### config.mk
export PLATFORM = sky130hd
export DESIGN_NAME = latch_write_arbiter
export DESIGN_NICKNAME = d
export VERILOG_FILES = /design/src/rtl/latch_write_arbiter.sv
export SDC_FILE = /design/constraint.sdc
export NUM_CORES = 1
export LEC_CHECK = 0
export ABC_AREA = 1
export BUFFER_PORTS_ARGS = -buffer_cell sky130_fd_sc_hd__buf_2
export CAP_MARGIN = 5
export CORE_AREA = 2 2 59 61
export CTS_CLUSTER_SIZE = 40
export DETAILED_ROUTE_END_ITERATION = 16
export DIE_AREA = 0 0 61 63
export PLACE_DENSITY_LB_ADDON = 0.15
export SETUP_SLACK_MARGIN = 0.5
export SYNTH_ARGS = -nofsm -noshare
export SYNTH_HDL_FRONTEND = slang
export SYNTH_SLANG_ARGS = --single-unit
### constraint.sdc
create_clock -name clk -period 2 [get_ports clk]
set_input_delay 0.3 -clock clk [delete_from_list [all_inputs] [get_ports clk]]
set_output_delay 0.3 -clock clk [all_outputs]
set_load 0.01 [all_outputs]
### src/rtl/latch_write_arbiter.sv
// Round-robin arbiter that shares one transparent D-latch bank between NUM_REQ writers.
// Optional build macro LATCH_ARB_LOCK_EN adds the lock port for back-to-back writes by the granted requester.
module latch_write_arbiter #(
  parameter int NUM_REQ    = 4,
  parameter int DATA_WIDTH = 8,
  parameter int EN_CYCLES  = 2,
  parameter int GAP_CYCLES = 1
) (
  input  logic                          clk,
  input  logic                          reset_n,
  input  logic [NUM_REQ-1:0]            req,
  input  logic [NUM_REQ*DATA_WIDTH-1:0] data_in,
`ifdef LATCH_ARB_LOCK_EN
  input  logic [NUM_REQ-1:0]            lock,
`endif
  output logic [NUM_REQ-1:0]            grant,
  output logic [NUM_REQ-1:0]            done,
  output logic [DATA_WIDTH-1:0]         latch_d,
  output logic                          latch_enable,
  output logic                          busy
);

  localparam int PW      = $clog2(NUM_REQ);
  localparam int CNT_MAX = (EN_CYCLES > GAP_CYCLES) ? EN_CYCLES : GAP_CYCLES;
  localparam int CW      = (CNT_MAX > 1) ? $clog2(CNT_MAX) : 1;

  localparam logic [1:0] IDLE  = 2'd0;
  localparam logic [1:0] SETUP = 2'd1;
  localparam logic [1:0] OPEN  = 2'd2;
  localparam logic [1:0] HOLD  = 2'd3;

  logic [1:0]            r_state;
  logic [PW-1:0]         r_ptr;
  logic [CW-1:0]         r_cnt;
  logic [NUM_REQ-1:0]    r_grant;
  logic [NUM_REQ-1:0]    r_done;
  logic [DATA_WIDTH-1:0] r_d;
  logic                  r_en;

  logic                  w_arb;
  logic                  w_rr_any;
  logic [PW-1:0]         w_rr_win;
  logic                  w_sel_any;
  logic [PW-1:0]         w_sel_idx;

  // Arbitration happens when idle and in the final HOLD cycle, giving gapless back-to-back writes.
  assign w_arb = (r_state == IDLE) || ((r_state == HOLD) && (r_cnt == '0));

  always_comb begin
    int unsigned idx;
    w_rr_any = 1'b0;
    w_rr_win = '0;
    idx      = 0;
    for (int unsigned i = 1; i <= NUM_REQ; i++) begin
      idx = (int'(r_ptr) + i) % NUM_REQ;
      if (!w_rr_any && req[idx]) begin
        w_rr_any = 1'b1;
        w_rr_win = PW'(idx);
      end
    end
  end

  always_comb begin
    w_sel_any = w_rr_any;
    w_sel_idx = w_rr_win;
`ifdef LATCH_ARB_LOCK_EN
    // r_ptr always names the current winner, so a locked re-grant leaves it untouched.
    if ((r_state == HOLD) && (r_cnt == '0) && lock[r_ptr] && req[r_ptr]) begin
      w_sel_any = 1'b1;
      w_sel_idx = r_ptr;
    end
`endif
  end

  always_ff @(posedge clk or negedge reset_n) begin
    if (!reset_n) begin
      r_state <= IDLE;
      r_ptr   <= PW'(NUM_REQ - 1);
      r_cnt   <= '0;
      r_grant <= '0;
      r_done  <= '0;
      r_d     <= '0;
      r_en    <= 1'b0;
    end else begin
      r_done <= '0;
      if (w_arb) begin
        if (w_sel_any) begin
          r_state <= SETUP;
          r_grant <= NUM_REQ'(1) << w_sel_idx;
          r_d     <= data_in[w_sel_idx*DATA_WIDTH +: DATA_WIDTH];
          r_ptr   <= w_sel_idx;
        end else begin
          r_state <= IDLE;
          r_grant <= '0;
        end
      end else begin
        case (r_state)
          SETUP: begin
            r_state <= OPEN;
            r_en    <= 1'b1;
            r_cnt   <= CW'(EN_CYCLES - 1);
          end
          OPEN: begin
            if (r_cnt == '0) begin
              r_state <= HOLD;
              r_en    <= 1'b0;
              r_cnt   <= CW'(GAP_CYCLES - 1);
              if (GAP_CYCLES == 1) r_done <= r_grant;
            end else begin
              r_cnt <= r_cnt - 1'b1;
            end
          end
          HOLD: begin
            r_cnt <= r_cnt - 1'b1;
            if (r_cnt == CW'(1)) r_done <= r_grant;
          end
          default: r_state <= IDLE;
        endcase
      end
    end
  end

  assign grant        = r_grant;
  assign done         = r_done;
  assign latch_d      = r_d;
  assign latch_enable = r_en;
  assign busy         = (r_state != IDLE);

endmodule

# [After elaboration in Yosys (flattened, before gate mapping)]
# Index checks and enable logic that the tools add are counted.
[word_totals] reg_bits=22 elab_cells=71 in_bits=38
[op_classes] n_mux=29 n_eq_ne=6 n_reduce_logical=16 n_addsub=5 magnitude_cmp=4 shifts=2 bitwise_logic=2
[ops] operator="$shiftx 32x6->8" count=1
[ops] operator="$mux 4" count=4
[ops] operator="$lt 2x3->1 const B" count=4
[ops] operator="$mux 2" count=6
[ops] operator="$mux 1" count=11
[ops] operator="$bmux 1 s2" count=4
[ops] operator="$pmux 4 s2" count=1
[ops] operator="$pmux 2 s3" count=1
[ops] operator="$reduce_and 2->1" count=3
[ops] operator="$add 2x1->2 const B" count=2
[ops] operator="$add 2x2->2 const B" count=2
[ops] operator="$eq 2x2->1 const B" count=2
[ops] operator="$logic_and 1x1->1" count=4
[ops] operator="$ne 2x2->1 const B" count=2
[ops] operator="$reduce_bool 2->1" count=2
[ops] operator="$shl 1x2->4 const A" count=1
[ops] operator="$logic_not 1->1" count=3
[ops] operator="$ne 3x3->1 const B" count=1
[ops] operator="$pmux 1 s3" count=1
[ops] operator="$reduce_and 3->1" count=1
[ops] operator="$reduce_bool 3->1" count=1
[ops] operator="$eq 2x1->1 const B" count=1
[ops] operator="$logic_not 2->1" count=1
[ops] operator="$not 1->1" count=2
[ops] operator="other kinds (3)" count=3

# [Logic depth before layout (Yosys ltp)]
[depth] word_depth=15 ltp_mapped=17 depth_no_buf=15

# [Worst setup path after synthesis]
# Ideal clock, no wire load.
[synth_path] path_kind="register -> register" from="reg r_ptr[1]" to="reg r_d[2], in the netlist latch_d[2]" setup_ns=0.117 arrival_ns=1.682 path_slack_ns=0.201 stages_incl_launch_ff=18 period_less_slack_ns=1.799 path_cell_list="dfstp_2 -> buf_4 -> inv_4 -> nand2_2 -> nand2_2 -> nand2_1 -> nand2_2 -> nor2_4 -> nand3_2 -> nand2_4 -> nand2_4 -> buf_6 -> nand2_1 -> nand2_1 -> nand2_1 -> nand2_1 -> nand2_1 -> nand2_1"
[synth_between] elab_chain_len=14 elab_cells_between_ends=28 cone_classes="add/sub: 4; shift: 1; mux: 16; reduce/logical: 7"
[synth_lines] element="from (decl)" line="33" source="logic [PW-1:0] r_ptr;"
[synth_lines] element="from (signal assigned)" line="78" source="r_ptr <= PW'(NUM_REQ - 1);"
[synth_lines] element="from (signal assigned)" line="91" source="r_ptr <= w_sel_idx;"
[synth_lines] element="$add 2x1->2" line="55" source="idx = (int'(r_ptr) + i) % NUM_REQ;"
[synth_lines] element="$bmux 1 s2" line="56" source="if (!w_rr_any && req[idx]) begin"
[synth_lines] element="$mux 1 (implied by the code)" line="56"
[synth_lines] element="$mux 1" line="56"
[synth_lines] element="$logic_not 1->1" line="56"
[synth_lines] element="$logic_and 1x1->1" line="56"
[synth_lines] element="$mux 1" line="56"
[synth_lines] element="$logic_not 1->1" line="56"
[synth_lines] element="$logic_and 1x1->1" line="56"
[synth_lines] element="$mux 1" line="56"
[synth_lines] element="$logic_not 1->1" line="56"
[synth_lines] element="$logic_and 1x1->1" line="56"
[synth_lines] element="$mux 2 or $mux 1 (tied branches)" line="56"
[synth_lines] element="$shiftx 32x6->8 or $reduce_and 2->1 (tied branches)"
[synth_lines] element="to (signal assigned)" line="90" source="r_d <= data_in[w_sel_idx*DATA_WIDTH +: DATA_WIDTH];"
[synth_lines] element="to (decl)" line="37" source="logic [DATA_WIDTH-1:0] r_d;"
# Parallel ways exist; a longest one is shown, timed or not. The select of a mux whose other input is x is not followed.
# A chain may end at the register's enable or synchronous reset.

# [Worst setup path after layout]
[layout_path] from="reg r_ptr[0]" to="reg r_d[5], in the netlist latch_d[5]"
# Same word-level chain as after synthesis.

==> results.yml <==
run_status:
  outcome: "finished, violations left"
  violations: "setup timing"
floorplanning:
  start_util_pct: 47.3
  die_h_microns: 63
  io_pins: 56
  fp.dieW_microns: 61
  coreArea_sq_um: 3230
  die_area_sq_um: 3840
  rows: 21
finish:
  final_layout_size_suffix_gt1_share_pct: 46.2
  nets: 342
  finalInstanceArea_sq_um: 2270
  area_growth_pct: 48.9
  antenna_cells: 0
clocking:
  clkTransAtPathRegs_ps: 140
  h-tree-depth: 1
  cts_root_buf: "clkbuf_4"
  cts_made_buffers: 3
  numClockSinks: 22
  clock_latency_ps: 320
  cts.path.max_buffers: 2
  cts_tree: "built"
sta:
  max_freq_ghz: 0.485
  setup_ws_ps: -62.6
  post-route-min-period_ps: 2060
  rsz0062_at_grt: "yes"
  tightest_slew_ps: 503
  drv_slew: 0
  setup-violations-final: 8
  setup_tns_ps: -279
  hold_viol: 0
  slew_headroom_pct: 66.5
  fin_crit_sh_pct: 103
  skew_ps: 9.09
global_routing:
  grt_pass1_vias: 1587
  grt_max_degree: 23
  grtUsageTotal_pct: 23.0
  grt_overflow: 0
  grt_pass1_wl_microns: 6810
  antenna_found_initial: 0
routing:
  antenna_left: 0
  wl_microns: 4670
  vias: 1770
  remaining_drc_errors: 0
  drtIter0Drc: 69
  wl_per_cell_microns: 13.5
  drtPass1Iterations: 4
  via_per_inst: 5.13
placement:
  io_buffers: 55
  dp_hpwl_microns: 2890
  gp_congestion: 0.868
  place_area_sq_um: 1870
logic_synthesis:
  synth.top_cell.area_share_pct: 32.8
  netlist.top_cell.by_area: "dfrtp_1"
  synth_cells: 227
  ys_types: 30
  async_flop_share_pct: 100
  post_synth.cell_area_avg_sq_um: 6.73
  synth_area_leaders: "dfrtp_1 (33%), nand2_1 (27%), nand3_1 (6.9%)"
  synth_common_cells: "nand2_1 (110), nand3_1 (21), dfrtp_1 (20), inv_1 (13), nand2_2 (11)"
  seq_area_frac_synth_pct: 36.2
  syn_area_sq_um: 1530
  yosys_warnings: 0
  synthMostInstantiatedCell: "nand2_1"
  synth_edf_count: 0
  synth.ff_latch_count: 22
  synth_nets: 269
  synthFlopType: "dfrtp_1"
setup_path:
  crit_type: "flop to flop"
  crit_start: "r_ptr[0]"
  crit_required_ps: 2230
  start_kind: "flop"
  slowest_delay_ps: 690
  path_buf_inv: 1
  worstReg2RegStart: "r_ptr[0]"
  worst_setup_path_end_kind: "flop"
  cp_top_family: "simple AND/OR/NAND/NOR gates"
  cp_cell_sequence: "inv_8 -> nand2_4 -> nand2_4 -> nand2_4 -> nand2_4 -> nor2_4 -> nand3_2 -> nand2_4 -> nand2_4 -> nand2_1 -> nand2_1 -> nand2_1 -> nand2_1 -> nand2_1 -> nand2_1"
  slowest_stage: "dfstp_2"
  worstPathMaxFanout: 10
  arrival_ps: 2290
hold_path:
  holdCritStartpoint: "data_in[19]"
  hold_class: "input pin to flop"
flow_run:
  maxCapViolations: 0
[routing by layer]
metal,share of wire [%],track usage [%],vias to the layer above
met2,50,39.1,76
met5,0,0,-
met1,40,28.6,821
met4,2.4,6.25,0
met3,7.4,4.97,14
li1,-,-,859
[stage by stage]
| step | hold WS (ps) | setup WS (ps) | utilization, % | std cells |
|---|---|---|---|---|
| 2_1_floorplan | 4.41 | 211 | - | 227 |
| 5_1_grt | 397 | -173 | 70.4 | 345 |
| 6_report | 365 | -62.6 | 70.4 | 345 |
| 3_5_place_dp | 302 | 17.2 | 57.8 | 325 |
| 4_1_cts | 348 | 59.1 | 64.4 | 342 |
| 3_3_place_gp | 299 | 46.3 | 57.8 | 325 |
[logic make-up after synthesis]
kind of cell | share of synthesized area (%)
AOI/OAI and AO/OA | 5.90
adders and majority gates | 3.28
buffers and inverters | 8.84
DFF | 36.2
and+or+nand+nor | 45.8
[area by class of cell]
cell class                 count  area (sq um)
sequential                    22           553
inverter                      16          78.8
fill                         260           957
clock buffer                   3          22.5
multi-input combinational    181          1050
timing repair buffer          76           483
clock inverter                 1          30.0
tap                           46          57.6
[path summary, 6_finish.rpt]
check / to / slack (ps) / depth (start not counted)
setup / recovery: latch_d[5] / -60 / 15
hold / removal: latch_d[3] / 360 / 7
setup reg to reg: latch_d[5] / -60 / 15
hold reg to reg: latch_d[0] / 490 / 2
max in group asynchronous: r_ptr[0] / 1170 / 2
min in group asynchronous: r_cnt / 460 / 2
[registers in the layout, summed over array words and instances, names as in the netlist]
| signal | cells |
|---|---|
| r_ptr | 2 |
| r_state | 2 |
| grant | 4 |
| latch_enable | 1 |
| latch_d | 8 |
| done | 4 |
| r_cnt | 1 |
[worst reg2reg max path: stages, from the launching register on]
cell,delay [ps]
dfstp_2,690
inv_8,90
nand2_4,70
nand2_4,60
nand2_4,80
nand2_4,80
nor2_4,150
nand3_2,100
nand2_4,160
nand2_4,140
nand2_1,110
nand2_1,60
nand2_1,60
nand2_1,50
nand2_1,50
nand2_1,40
[cells in the final DEF, fill, tap and decap left out, types with 2 or more instances in the layout]
master | netlist | layout
buf_6 | 3 | 10
nand2_1 | 110 | 98
buf_4 | 2 | 10
inv_2 | 1 | 6
nand3_2 | 1 | 3
ha_1 | 4 | 2
nand2_4 | 2 | 16
nor2_4 | 1 | 2
nor2_1 | 10 | 5
a21oi_1 | 5 | 3
a21oi_2 | 1 | 2
dfstp_2 | 2 | 2
inv_1 | 13 | 6
nand3_1 | 21 | 19
o21ai_2 | 0 | 3
clkbuf_4 | 0 | 3
nand2_2 | 11 | 9
buf_2 | 3 | 54
nor2_2 | 1 | 5
dfrtp_1 | 20 | 20
[repair_timing]
| item | in CTS | in global routing |
|---|---|---|
| hold endpoints to repair | 20 | 0 |
| pin swaps | 7 | 20 |
| cloned | 2 | 1 |
| hold buffers | 1 | 0 |
| setup endpoints to repair | 17 | 21 |
| setup buffers | 10 | 2 |
| gates resized for setup | 22 | 42 |
Power is not shown: default switching activity piles up to over one toggle a cycle in this logic, so the estimate is an artifact.
